## src/rtl/serial_paralelo_rx.sv

```systemverilog
// -----------------------------------------------------------------------------
// serial_paralelo_rx
//
// Receive-side deserializer and comma aligner. One serial bit is shifted in
// per clk_32f rising edge (MSB first). The byte boundary is found by sliding
// an 8-bit window over the stream until it equals COMMA. The receiver then
// checks that COMMA repeats at every byte boundary. After BC_COUNT consecutive
// aligned COMMA bytes it enters ACTIVE and stays there until reset. In ACTIVE
// every completed byte is presented on data_out for 8 cycles, with valid_out
// flagging non-COMMA bytes.
//
// Parameters:
//   COMMA     alignment / idle symbol (default 8'hBC)
//   BC_COUNT  consecutive aligned COMMA bytes needed for ACTIVE (1..15)
//
// Ports:
//   clk_32f    in   bit-rate clock, all state changes on its rising edge
//   reset_L    in   asynchronous active-low reset
//   data_in    in   serial data, MSB first
//   data_out   out  [7:0] last completed byte (updates only in ACTIVE)
//   valid_out  out  high while data_out holds a non-COMMA byte in ACTIVE
//   active     out  high once alignment has completed
//
// Handshake: there is no back-pressure. data_out/valid_out are a
// valid-only stream: a byte is offered for exactly 8 cycles, starting the
// cycle after the edge that sampled its last bit, and valid_out is the only
// qualifier. The FSM state is held in r_state for observation.
// -----------------------------------------------------------------------------
module serial_paralelo_rx #(
  parameter logic [7:0] COMMA    = 8'hBC,
  parameter int         BC_COUNT = 4
) (
  input  logic       clk_32f,
  input  logic       reset_L,
  input  logic       data_in,
  output logic [7:0] data_out,
  output logic       valid_out,
  output logic       active
);

  typedef enum logic [1:0] {
    ST_SEARCH  = 2'd0,
    ST_ALIGNED = 2'd1,
    ST_ACTIVE  = 2'd2
  } state_t;

  state_t     r_state;
  // Only the 7 most recent bits need storing; the window's 8th bit is the
  // bit arriving this cycle.
  logic [6:0] r_shift;
  logic [2:0] r_bit_cnt;
  logic [3:0] r_bc_cnt;
  logic [7:0] r_data_out;
  logic       r_valid_out;
  logic       r_active;

  logic [7:0] w_window;
  logic       w_is_comma;
  logic       w_boundary;
  logic [3:0] w_bc_inc;
  logic [3:0] w_bc_target;

  // Every decision uses the window that includes the bit sampled this edge.
  assign w_window    = {r_shift, data_in};
  assign w_is_comma  = (w_window == COMMA);
  assign w_boundary  = (r_bit_cnt == 3'd7);
  assign w_bc_inc    = r_bc_cnt + 4'd1;
  assign w_bc_target = 4'(BC_COUNT);

  always_ff @(posedge clk_32f or negedge reset_L) begin
    if (!reset_L) begin
      r_state     <= ST_SEARCH;
      r_shift     <= 7'd0;
      r_bit_cnt   <= 3'd0;
      r_bc_cnt    <= 4'd0;
      r_data_out  <= 8'h00;
      r_valid_out <= 1'b0;
      r_active    <= 1'b0;
    end else begin
      r_shift <= w_window[6:0];
      case (r_state)
        ST_SEARCH: begin
          // Slide bit by bit; the boundary counter only starts once locked.
          r_bit_cnt <= 3'd0;
          if (w_is_comma) begin
            r_bc_cnt <= 4'd1;
            if (w_bc_target == 4'd1) begin
              r_state     <= ST_ACTIVE;
              r_active    <= 1'b1;
              r_data_out  <= COMMA;
              r_valid_out <= 1'b0;
            end else begin
              r_state <= ST_ALIGNED;
            end
          end
        end

        ST_ALIGNED: begin
          r_bit_cnt <= r_bit_cnt + 3'd1;
          // COMMA seen at a non-boundary offset is deliberately ignored.
          if (w_boundary) begin
            if (w_is_comma) begin
              r_bc_cnt <= w_bc_inc;
              if (w_bc_inc == w_bc_target) begin
                r_state     <= ST_ACTIVE;
                r_active    <= 1'b1;
                r_data_out  <= COMMA;
                r_valid_out <= 1'b0;
              end
            end else begin
              // Any bad byte restarts the consecutive count from scratch.
              r_state   <= ST_SEARCH;
              r_bc_cnt  <= 4'd0;
              r_bit_cnt <= 3'd0;
            end
          end
        end

        ST_ACTIVE: begin
          // No loss-of-sync exit: only reset leaves ACTIVE.
          r_bit_cnt <= r_bit_cnt + 3'd1;
          if (w_boundary) begin
            r_data_out  <= w_window;
            r_valid_out <= !w_is_comma;
          end
        end

        default: begin
          r_state   <= ST_SEARCH;
          r_bit_cnt <= 3'd0;
          r_bc_cnt  <= 4'd0;
        end
      endcase
    end
  end

  assign data_out  = r_data_out;
  assign valid_out = r_valid_out;
  assign active    = r_active;

endmodule

```

## config.mk

```make
export PLATFORM = sky130hd
export DESIGN_NAME = serial_paralelo_rx
export DESIGN_NICKNAME = d
export VERILOG_FILES = /design/src/rtl/serial_paralelo_rx.sv
export SDC_FILE = /design/constraint.sdc
export NUM_CORES = 1
export LEC_CHECK = 0
export ABC_AREA = 1
export BUFFER_PORTS_ARGS = -buffer_cell sky130_fd_sc_hd__buf_4
export CAP_MARGIN = 10
export CORE_ASPECT_RATIO = 0.9
export CORE_MARGIN = 2
export CORE_UTILIZATION = 60
export DETAILED_ROUTE_END_ITERATION = 8
export GPL_TIMING_DRIVEN = 0
export HOLD_SLACK_MARGIN = 0.08
export PLACE_DENSITY = 0.81
export SLEW_MARGIN = 20
export SYNTH_ARGS = -nofsm -noshare
export SYNTH_HDL_FRONTEND = slang
export SYNTH_SLANG_ARGS = --single-unit
```

## constraint.sdc

```tcl
create_clock -name clk_32f -period 3 [get_ports clk_32f]
set_clock_uncertainty 0.05 [all_clocks]
set_input_delay 0.3 -clock clk_32f [delete_from_list [all_inputs] [get_ports clk_32f]]
set_output_delay 0.3 -clock clk_32f [all_outputs]
set_load 0.02 [all_outputs]
```

# --- Word-level counts from Yosys, hierarchy flattened ---
# Cells that the tools add are included.
classes:
  add_sub_neg: 2
  eq_ne: 11
  n_mux: 22
  n_bitwise: 1
  n_reduce_logical: 7
ops:
  columns: ["cell", "count"]
  rows:
  - ["$mux 8", 4]
  - ["$pmux 8 s2", 1]
  - ["$mux 4", 3]
  - ["$pmux 4 s3", 1]
  - ["$ne 2x2->1 const B", 5]
  - ["$eq 8x8->1 const B", 1]
  - ["$mux 2", 4]
  - ["$reduce_and 4->1", 2]
  - ["$mux 3", 2]
  - ["$pmux 2 s3", 1]
  - ["$pmux 3 s2", 1]
  - ["$reduce_and 5->1", 1]
  - ["$add 4x1->4 const B", 1]
  - ["$eq 4x3->1 const B", 1]
  - ["$mux 1", 4]
  - ["$add 3x1->3 const B", 1]
  - ["$eq 3x3->1 const B", 1]
  - ["$ne 3x3->1 const B", 1]
  - ["$reduce_and 3->1", 1]
  - ["$eq 2x1->1 const B", 1]
  - ["$eq 2x2->1 const B", 1]
  - ["$logic_not 2->1", 1]
  - ["$pmux 1 s2", 1]
  - ["$reduce_bool 2->1", 1]
  - ["other kinds (2)", 2]
word_totals:
  regBits: 26
  wordCells: 50

# --- Longest topological paths before layout ---
# Gate-level depths: netlist of the first run.
logic_depth:
  word_depth: 6
  depth_mapped: 9

# --- Worst setup path before layout of the first run ---
# No wires, ideal clock.
synth_path:
  kind: "reg-to-reg"
  startpoint: "register r_state[0]"
  endpoint: "register r_data_out[0], in the netlist data_out[0]"
  setup_ns: 0.117
  arrival_ns: 1.246
  t_required_ns: 2.833
  path_slack_ns: 1.587
  stages_incl_launch_ff: 9
  n_path_buf: 1
  period_less_slack_ns: 1.413
  path_cell_list: "dfrtp_1 > inv_1 > ha_1 > buf_2 > nor2_2 > nor2_4 > nand2_4 > nand2_1 > nand2_1"
synth_via:
  elab_chain_cells: 3
synth_rtl:
  columns: ["element", "line_no", "rtl"]
  rows:
  - ["start: declaration", "47", "state_t r_state;"]
  - ["start signal: assignment", "72", "r_state <= ST_SEARCH;"]
  - ["start signal: assignment", "88", "r_state <= ST_ACTIVE;"]
  - ["start signal: assignment", "93", "r_state <= ST_ALIGNED;"]
  - ["$eq 2x1->1 / $eq 2x2->1 (equally long branches)", "81", "case (r_state)"]
  - ["$ne 2x2->1 (no source line) / $reduce_bool 2->1 (equally long branches)", null, null]
  - ["$reduce_and 5->1 (no source line)", null, null]
  - ["end signal: assignment", "123", "r_data_out <= w_window;"]
  - ["end: declaration", "53", "logic [7:0] r_data_out;"]
# Several ways; a longest one is shown, not always the timed one.
# A chain may end at the register's enable or synchronous reset.

# --- Worst setup path after layout of the first run ---
layout_path:
  startpoint: "register r_bit_cnt[0]"
  endpoint: "register r_state[1]"
layout_via:
  elab_chain_cells: 3
layout_rtl:
  columns: ["element", "line_no", "rtl"]
  rows:
  - ["start: declaration", "51", "logic [2:0] r_bit_cnt;"]
  - ["start signal: assignment", "99", "r_bit_cnt <= r_bit_cnt + 3'd1;"]
  - ["start signal: assignment", "121", "r_bit_cnt <= r_bit_cnt + 3'd1;"]
  - ["$eq 3x3->1", "66", "assign w_boundary = (r_bit_cnt == 3'd7);"]
  - ["$ne 2x2->1 (no source line)", null, null]
  - ["$reduce_and 4->1 (no source line)", null, null]
# No other way between the ends.

==> reports/qor.txt, run 1 <==
Post-CTS resize count = 0
Setup violators final = 0
DRC viols = 0
Routed WL per cell = 12.4 um
Arr. time, crit path = 1.84 ns
DP HPWL = 1640 um
CP Data Required Time = 3.17 ns
CTS tree = built
Cell area after synthesis = 1230 um2
Root buf cell = clkbuf_4
Critical path's slowest cell = dfrtp_1
Cell taking the most area after synthesis = dfrtp_1
Clk_lat worst skew = 0.32 ns
Die Footprint = 2430 um2
Post-layout min period = 1.66 ns
Hold Crit Class = in -> async
Initial DRC Count = 32
All-layer global routing usage = 22.3%
Crit-path most repeated cell = nand2_1
Tcrit/Tclk final = 55.5%
Overflow after GRT = 0
CTS H-tree lvls = 1
DRT antenna net count = 0
Yosys warnings = 0
P&R area growth vs syn = 15.8%
CP top delay family = simple AND/OR/NAND/NOR gates
Cell variety after synth = 18
Final Hold Fails = 0
Setup TNS = 0 ns
Vias per inst = 5.15
Routed WL = 2270 um
Number of global-route vias before repair = 824
Core Rows = 15
N_diodes = 0
Sequential cell area fraction in the yosys report = 52.9%
Most frequent cells in the layout = 51 x nand2_1, 26 x dfrtp_1, 20 x inv_1, 17 x nand3_1, 12 x buf_4
Number of port buffers = 12
CP Launch Type = flop
Clock transition at path regs = 0.14 ns
Commonest non-fill, non-tap cell in the layout = nand2_1
Initial antenna violation count = 0
Area share of the largest cell type after synthesis = 52.9%
First-pass GRT wire length = 3790 um
Slew Viols, Final = 0
Least-Margin Pin Slew = 0.322 ns
Sink Count = 26
Status = completed
Worst setup path category = reg -> reg
RSZ-0062 raised after global routing = no
Clk buf depth = 2
GPL Wtd Cong = 0.768
Core Area = 1930 um2
Pre-antenna DRT Iters = 4
Initial cell density of the core = 63.6%
Critical path capture point type = flop
PwrDens = 588 nW/um2
Leakage = 0.816 nW
Synthesized instance count = 141
CP cell instances = ha_1, ha_1, inv_1, a21oi_2, nand2_1, nand2_2, nand2_1, nand2_1, nand2_1
Mean Syn Cell Area = 8.72 um2
Post-route insts no fill = 184
Pin count of the biggest net entering global routing = 27
Slew margin rel. = 78.5%
Final Net Count = 169
Buffers and inverters on the worst path = 1
# placed instances = 178
I/O pin count = 13
Inserted Clock Buffers = 3
Share of post-route cells with drive strength above 1 = 17.0%
Vias after detailed routing = 947
Die Ht = 47.0 um
Max cap viols = 0
Syn nets = 150
Worst-path fanout max = 6
Die width = 51.7 um
Critical Path Max Stage Delay = 0.38 ns
VDD IR max = 0.529 mV
#FFs+latches synth = 26
Synth area leaders = dfrtp_1 53%, nand2_1 16%, nand3_1 6.9%
Max Clock Freq = 601 MHz
[metrics by stage]
step           hold slack, ns  total power (W)  utilization [%]  setup slack [ns]  cell area (um2)
2_1_floorplan         -0.0456         0.000556                -              1.59             1230
3_3_place_gp            0.167         0.000592             69.9              1.44             1350
3_5_place_dp            0.170         0.000603             69.9              1.40             1350
4_1_cts                 0.354         0.000839             73.7              1.34             1420
5_1_grt                 0.363         0.000894             73.7              1.22             1420
6_report                0.351         0.000837             73.7              1.34             1420
[logic make-up (layout without fill, tap and decap cells)]
family / after synthesis / after routing / synth area share (%)
and+or+nand+nor: 82 / 82 / 30.8
buffers and inverters: 22 / 40 / 6.82
DFF: 26 / 26 / 52.9
adders and majority gates: 6 / 6 / 6.10
AOI/OAI and AO/OA: 3 / 3 / 1.93
xor gates and xnor gates: 2 / 2 / 1.42
[final timing paths]
| check | start | endpoint | slack [ns] | cells after the start |
|---|---|---|---|---|
| worst max-delay path | r_bit_cnt[0] | r_state[1] | 1.34 | 9 |
| worst min-delay path | reset_L | r_state[1] | 0.35 | 2 |
| worst max register to register | r_bit_cnt[0] | r_state[1] | 1.34 | 9 |
| worst min register to register | r_shift[5] | r_shift[6] | 0.37 | 0 |
| max in group asynchronous | reset_L | data_out[5] | 2.31 | 2 |
| min in group clk_32f | r_shift[5] | r_shift[6] | 0.37 | 0 |
[state kept, by name, summed over array words and instances, names as in the netlist]
name	cells
active	1
data_out	8
r_shift	7
r_bc_cnt	4
r_state	2
valid_out	1
r_bit_cnt	3
[cells in the mapped netlist]
cell	count
nor3b_2	1
nand2_2	1
nand4_1	2
nand3_1	17
nand2_1	51
nor2_2	3
buf_2	1
nand2_4	2
xor2_1	2
nor2_1	3
a21oi_2	1
o21bai_1	2
nor2_4	1
dfrtp_1	26
inv_1	20
ha_1	6
inv_2	1
nand3b_1	1
[report_power, final]
group          internal (W)  switching [W]  total, W
registers          0.000377      0.0000212  0.000398
logic             0.0000680       0.000133  0.000201
clock network      0.000135       0.000102  0.000237
total              0.000580       0.000256  0.000837
[metal layers]
layer	routed length [um]	part of all wire, %	track usage (%)
met1	1080	48	29.7
met2	1110	49	38.5
met3	59	2.6	4.78
met4	19	0.84	4.74
met5	0	0	0
[worst register-to-register path, stage by stage (launching register included)]
cell     delay, ns
dfrtp_1       0.38
ha_1          0.15
ha_1          0.22
inv_1         0.11
a21oi_2       0.20
nand2_1       0.12
nand2_2       0.15
nand2_1       0.08
nand2_1       0.06
nand2_1       0.05
[what timing repair did]
action,4_1_cts,5_1_grt
buffers inserted,0,0
endpoints found under the hold margin,27,0
hold buffers,2,0
[cell type report]
class	instances	area, um2
Buffer	1	5.00
Tap cell	25	31.3
Clock buffer	3	22.5
Fill cell	140	509
Clock inverter	1	30.0
Timing Repair Buffer	14	110
Inverter	21	78.8
Multi-Input combinational cell	93	495
Sequential cell	26	651
(Power assumes the default switching activity.)
==> run 2: changes to the inputs <==
--- a/config.mk
+++ b/config.mk
@@ -10,11 +10,11 @@
 export CAP_MARGIN = 10
 export CORE_ASPECT_RATIO = 0.9
 export CORE_MARGIN = 2
-export CORE_UTILIZATION = 60
+export CORE_UTILIZATION = 51
 export DETAILED_ROUTE_END_ITERATION = 8
 export GPL_TIMING_DRIVEN = 0
 export HOLD_SLACK_MARGIN = 0.08
-export PLACE_DENSITY = 0.81
+export PLACE_DENSITY = 0.73
 export SLEW_MARGIN = 20
 export SYNTH_ARGS = -nofsm -noshare
 export SYNTH_HDL_FRONTEND = slang
==> constraint.sdc (replaced) <==
create_clock -name clk_32f -period 1.5 [get_ports clk_32f]
set_clock_uncertainty 0.05 [all_clocks]
set_input_delay 0.15 -clock clk_32f [delete_from_list [all_inputs] [get_ports clk_32f]]
set_output_delay 0.15 -clock clk_32f [all_outputs]
set_load 0.02 [all_outputs]
==> reports/qor.txt, run 2 (synthesis results as in run 1) <==
Final Hold Fails = 0 (unchanged)
Final Net Count = 183 (was 169)
Core Area = 2220 um2 (was 1930 um2)
VDD IR max = 1.16 mV (was 0.529 mV)
Inserted Clock Buffers = 3 (unchanged)
DRT antenna net count = 0 (unchanged)
Arr. time, crit path = 1.73 ns (was 1.84 ns)
Core Rows = 16 (was 15)
Post-layout min period = 1.50 ns (was 1.66 ns)
Number of global-route vias before repair = 974 (was 824)
Most frequent cells in the layout = 46 x nand2_1, 25 x dfrtp_1, 23 x buf_4, 17 x inv_1, 15 x nand3_1 (was 51 x nand2_1, 26 x dfrtp_1, 20 x inv_1, 17 x nand3_1, 12 x buf_4)
Slew margin rel. = 78.0% (was 78.5%)
Die width = 55.8 um (was 51.7 um)
Hold Crit Class = in -> async (unchanged)
Pre-antenna DRT Iters = 4 (unchanged)
Setup violators final = 0 (unchanged)
Tcrit/Tclk final = 99.8% (was 55.5%)
Hold_ws = 0.195 ns (was 0.351 ns)
Initial antenna violation count = 0 (unchanged)
RSZ-0062 raised after global routing = yes (was no)
Max reg flops = 8 (unchanged)
Slew Viols, Final = 0 (unchanged)
CTS tree = built (unchanged)
P&R area growth vs syn = 34.5% (was 15.8%)
Vias per inst = 5.00 (was 5.15)
CP Launch Type = flop (unchanged)
Clk buf depth = 2 (unchanged)
PwrDens = 1150 nW/um2 (was 588 nW/um2)
Root buf cell = clkbuf_4 (unchanged)
Commonest non-fill, non-tap cell in the layout = nand2_1 (unchanged)
Die Ht = 50.6 um (was 47.0 um)
N_diodes = 0 (unchanged)
Worst setup path category = reg -> reg (unchanged)
Least-Margin Pin Slew = 0.330 ns (was 0.322 ns)
Worst-path fanout max = 6 (unchanged)
Initial cell density of the core = 55.3% (was 63.6%)
Clock transition at path regs = 0.13 ns (was 0.14 ns)
Share of post-route cells with drive strength above 1 = 32.9% (was 17.0%)
CTS H-tree lvls = 1 (unchanged)
Critical path capture point type = flop (unchanged)
Die Footprint = 2820 um2 (was 2430 um2)
Setup TNS = 0 ns (unchanged)
Initial DRC Count = 23 (was 32)
Sink Count = 26 (unchanged)
First-pass GRT wire length = 4080 um (was 3790 um)
Max cap viols = 0 (unchanged)
Multi-input combinational cell area = 604 um2 (was 495 um2)
Vias after detailed routing = 999 (was 947)
GPL Wtd Cong = 0.754 (was 0.768)
Pin count of the biggest net entering global routing = 27 (unchanged)
DRC viols = 0 (unchanged)
Clk_lat worst skew = 0.33 ns (was 0.32 ns)
FILL cells = 167 (was 140)
Leakage = 0.881 nW (was 0.816 nW)
Routed WL per cell = 13.0 um (was 12.4 um)
I/O pin count = 13 (unchanged)
Overflow after GRT = 0 (unchanged)
Number of port buffers = 12 (unchanged)
Status = completed (unchanged)
DP HPWL = 1500 um (was 1640 um)
Routed WL = 2600 um (was 2270 um)
Register area = 652 um2 (was 651 um2)
Max Clock Freq = 668 MHz (was 601 MHz)
CP Data Required Time = 1.73 ns (was 3.17 ns)
All-layer global routing usage = 18.7% (was 22.3%)
[run 2: changes by cell type in the layout (fill, tap and decap cells not counted), sizes merged]
| cell | previous run | this run |
|---|---|---|
| buf | 13 | 27 |
| bufinv | 1 | 0 |
| clkbuf | 3 | 4 |
[run 2: path summary, 6_finish.rpt]
check / start / slack [ns] / endpoint / cells after the start
hold / removal: reset_L / 0.19 / r_bc_cnt[2] / 2
setup reg to reg: r_state[0] / 0.004 / r_bc_cnt[2] / 8
min in group clk_32f: r_shift[1] / 0.37 / r_shift[2] / 0
setup / recovery: r_state[0] / 0.004 / r_bc_cnt[2] / 8
hold reg to reg: r_shift[1] / 0.37 / r_shift[2] / 0
max in group asynchronous: reset_L / 0.94 / r_state[1] / 2
[run 2: area by class of cell]
class / instances / area share, %
buffer: 1 / 0.681
inverter: 21 / 4.92
timing repair buffer: 28 / 14.2
tap: 27 / 2.04
multi-input combinational: 93 / 36.5
sequential: 26 / 39.4
clock buffer: 4 / 2.19
[run 2: what timing repair did]
item                                   CTS  global route
endpoints found under the hold margin   27             0
resized for setup                       13            17
pin swaps                                5             8
setup endpoints to repair               15            15
hold buffers                             2             0
buffers inserted                         7             7
[run 2: critical path, cell delays in order, from the launching register on]
cell,delay (ns)
dfrtp_1,0.44
buf_6,0.14
ha_4,0.18
a21oi_4,0.20
nand3_2,0.11
nand2_4,0.10
buf_4,0.11
nand3_1,0.06
nand2_1,0.07
[run 2: power breakdown]
group          leakage (nW)  switching (W)  internal, W
registers             0.341      0.0000533     0.000754
clock network        0.0210       0.000207     0.000149
logic                 0.519       0.000377     0.000365
[run 2: layer usage]
metal	global-route usage [%]	wire, um
met5	0	0
met4	5.69	34
met3	4.90	86
met2	34.3	1350
met1	21.4	1130
[run 2: through the flow]
stage / area (um2) / power [W] / cells / util [%] / worst slack, ns
3_3_place_gp: 1350 / 0.00119 / 180 / 60.9 / -0.0849
6_report: 1650 / 0.00191 / 200 / 74.4 / 0.00359
2_1_floorplan: 1230 / 0.00111 / 141 / - / 0.0869
3_5_place_dp: 1350 / 0.00121 / 180 / 60.9 / -0.116
4_1_cts: 1520 / 0.00167 / 193 / 68.4 / -0.000206
5_1_grt: 1650 / 0.00202 / 200 / 74.4 / -0.104
==> run 3: changes to the inputs <==
--- a/config.mk
+++ b/config.mk
@@ -10,11 +10,11 @@
 export CAP_MARGIN = 10
 export CORE_ASPECT_RATIO = 0.9
 export CORE_MARGIN = 2
-export CORE_UTILIZATION = 51
+export CORE_UTILIZATION = 56
 export DETAILED_ROUTE_END_ITERATION = 8
 export GPL_TIMING_DRIVEN = 0
 export HOLD_SLACK_MARGIN = 0.08
-export PLACE_DENSITY = 0.73
+export PLACE_DENSITY = 0.76
 export SLEW_MARGIN = 20
 export SYNTH_ARGS = -nofsm -noshare
 export SYNTH_HDL_FRONTEND = slang
==> constraint.sdc (replaced) <==
create_clock -name clk_32f -period 1.59 [get_ports clk_32f]
set_clock_uncertainty 0.05 [all_clocks]
set_input_delay 0.159 -clock clk_32f [delete_from_list [all_inputs] [get_ports clk_32f]]
set_output_delay 0.159 -clock clk_32f [all_outputs]
set_load 0.02 [all_outputs]
==> reports/qor.txt, run 3 (synthesis results as in run 1) <==
Status = completed (unchanged)
Vias per inst = 5.08 (was 5.00)
Least-Margin Pin Slew = 0.328 ns (was 0.330 ns)
DRC viols = 0 (unchanged)
Max cap viols = 0 (unchanged)
Clk pwr share = 20.4% (was 18.7%)
Tcrit/Tclk final = 97.4% (was 99.8%)
Most frequent cells in the layout = 50 x nand2_1, 26 x dfrtp_1, 21 x buf_4, 19 x inv_1, 16 x nand3_1 (was 46 x nand2_1, 25 x dfrtp_1, 23 x buf_4, 17 x inv_1, 15 x nand3_1)
Core Rows = 16 (unchanged)
Routed WL = 2410 um (was 2600 um)
Pre-antenna DRT Iters = 5 (was 4)
Die width = 53.4 um (was 55.8 um)
Clock transition at path regs = 0.14 ns (was 0.13 ns)
RSZ-0062 raised after global routing = yes (unchanged)
Share of post-route cells with drive strength above 1 = 25.4% (was 32.9%)
Number of port buffers = 12 (unchanged)
Initial cell density of the core = 58.0% (was 55.3%)
Pint = 0.00110 W (was 0.00127 W)
PwrDens = 1070 nW/um2 (was 1150 nW/um2)
Vias after detailed routing = 995 (was 999)
Setup TNS = 0 ns (unchanged)
DRT antenna net count = 0 (unchanged)
Slew Viols, Final = 0 (unchanged)
Hold Crit Class = in -> async (unchanged)
Grt met3 use = 7.10% (was 4.90%)
Clk_lat worst skew = 0.33 ns (about the same)
Max reg flops = 8 (unchanged)
All-layer global routing usage = 20.0% (was 18.7%)
Initial DRC Count = 20 (was 23)
Die Ht = 48.5 um (was 50.6 um)
N_diodes = 0 (unchanged)
Sink Count = 26 (unchanged)
Comb power frac = 33.9% (was 38.9%)
Final Cell Area = 1540 um2 (was 1650 um2)
CP Launch Type = flop (unchanged)
Placed cell area = 1350 um2 (unchanged)
Slew margin rel. = 78.1% (was 78.0%)
Sw Ratio = 33.1% (was 33.5%)
Worst-path fanout max = 9 (was 6)
CP startpoint = r_bc_cnt[0] (was r_state[0])
Met1 GRT Util = 23.4% (was 21.4%)
Clk buf depth = 2 (unchanged)
P&R area growth vs syn = 24.9% (was 34.5%)
Global routing's busiest layer = met2 (unchanged)
Worst setup path category = reg -> reg (unchanged)
GPL Wtd Cong = 0.863 (was 0.754)
Root buf cell = clkbuf_4 (unchanged)
CTS H-tree lvls = 1 (unchanged)
Final Net Count = 179 (was 183)
Util after Layout = 72.4% (was 74.4%)
Inserted Clock Buffers = 3 (unchanged)
First-pass GRT wire length = 3860 um (was 4080 um)
CP Data Required Time = 1.77 ns (was 1.73 ns)
Reg power frac = 45.7% (was 42.4%)
Max Clock Freq = 646 MHz (was 668 MHz)
Core Area = 2120 um2 (was 2220 um2)
Initial antenna violation count = 0 (unchanged)
CTS tree = built (unchanged)
Critical path capture point type = flop (unchanged)
VDD IR max = 0.927 mV (was 1.16 mV)
Setup violators final = 0 (unchanged)
Sw Pwr = 0.000541 W (was 0.000638 W)
Die Footprint = 2590 um2 (was 2820 um2)
Post-layout min period = 1.55 ns (was 1.50 ns)
I/O pin count = 13 (unchanged)
Worst r2r src = r_bc_cnt[0] (was r_state[0])
Met2 Use GR = 33.7% (was 34.3%)
Number of global-route vias before repair = 979 (was 974)
Commonest non-fill, non-tap cell in the layout = nand2_1 (unchanged)
DP HPWL = 1540 um (was 1500 um)
Overflow after GRT = 0 (unchanged)
Pin count of the biggest net entering global routing = 27 (unchanged)
Arr. time, crit path = 1.73 ns (about the same)
Final Hold Fails = 0 (unchanged)
Leakage = 0.860 nW (was 0.881 nW)
Routed WL per cell = 12.3 um (was 13.0 um)
-- run 3: cell count changes in the layout (fill, tap and decap cells not counted), moves of 2 or more --
cell,delta
buf_6,-2
buf_4,-2
ha_4,-4
nand2_2,-3
ha_1,+2
ha_2,+2
inv_1,+2
nand2_1,+4
-- run 3: worst max-delay path, cell delays in order (launching register included) --
cell and delay [ns]:
dfrtp_1 0.40, ha_1 0.21, nor3b_2 0.26, nand3_1 0.16
nand2_4 0.15, nand2_4 0.10, nand2_1 0.08, nand2_1 0.05
-- run 3: power by group through the flow --
stage | Sequential (W) | Clock, W | Combinational (W)
2_1_floorplan | 0.000754 | 0 | 0.000296
3_3_place_gp | 0.000759 | 0 | 0.000365
3_5_place_dp | 0.000762 | 0 | 0.000373
4_1_cts | 0.000748 | 0.000347 | 0.000393
5_1_grt | 0.000753 | 0.000368 | 0.000612
6_report | 0.000748 | 0.000333 | 0.000555
-- run 3: worst paths after layout --
| kind | to | depth (start not counted) | slack, ns |
|---|---|---|---|
| max | data_out[4] | 7 | 0.04 |
| min | data_out[3] | 2 | 0.20 |
| max reg2reg | data_out[4] | 7 | 0.04 |
| min reg2reg | r_shift[1] | 0 | 0.36 |
| max in group asynchronous | r_state[1] | 2 | 1.04 |
| min in group clk_32f | r_shift[1] | 0 | 0.36 |
-- run 3: cell type report --
type | count | area (um2)
buffer | 1 | 11.3
timing repair buffer | 24 | 198
multi-input combinational | 93 | 528
sequential | 26 | 651
fill | 158 | 586
tap | 27 | 33.8
inverter | 21 | 78.8
clock buffer | 4 | 36.3
-- run 3: timing repair --
item / in CTS / in global routing
setup buffers: 4 / 6
hold buffers: 2 / 0
resized for setup: 2 / 8
setup endpoints to repair: 11 / 13
pin swaps: 3 / 3
endpoints found under the hold margin: 27 / 0
-- run 3: stage by stage --
| stage | instances | power [W] | worst slack [ns] | hold WS [ns] |
|---|---|---|---|---|
| after floorplan | 141 | 0.00105 | 0.177 | -0.187 |
| after global placement | 180 | 0.00112 | 0.0424 | 0.0300 |
| after detailed placement | 180 | 0.00113 | -0.0241 | 0.0320 |
| after CTS | 190 | 0.00149 | 0.0117 | 0.204 |
| after global routing | 196 | 0.00173 | -0.0520 | 0.223 |
| final | 196 | 0.00164 | 0.0414 | 0.200 |
-- run 3: per-layer routing --
layer,vias up,share of wire [%]
li1,492,-
met2,17,53
met5,-,0
met3,6,3.4
met4,0,1.3
met1,480,43
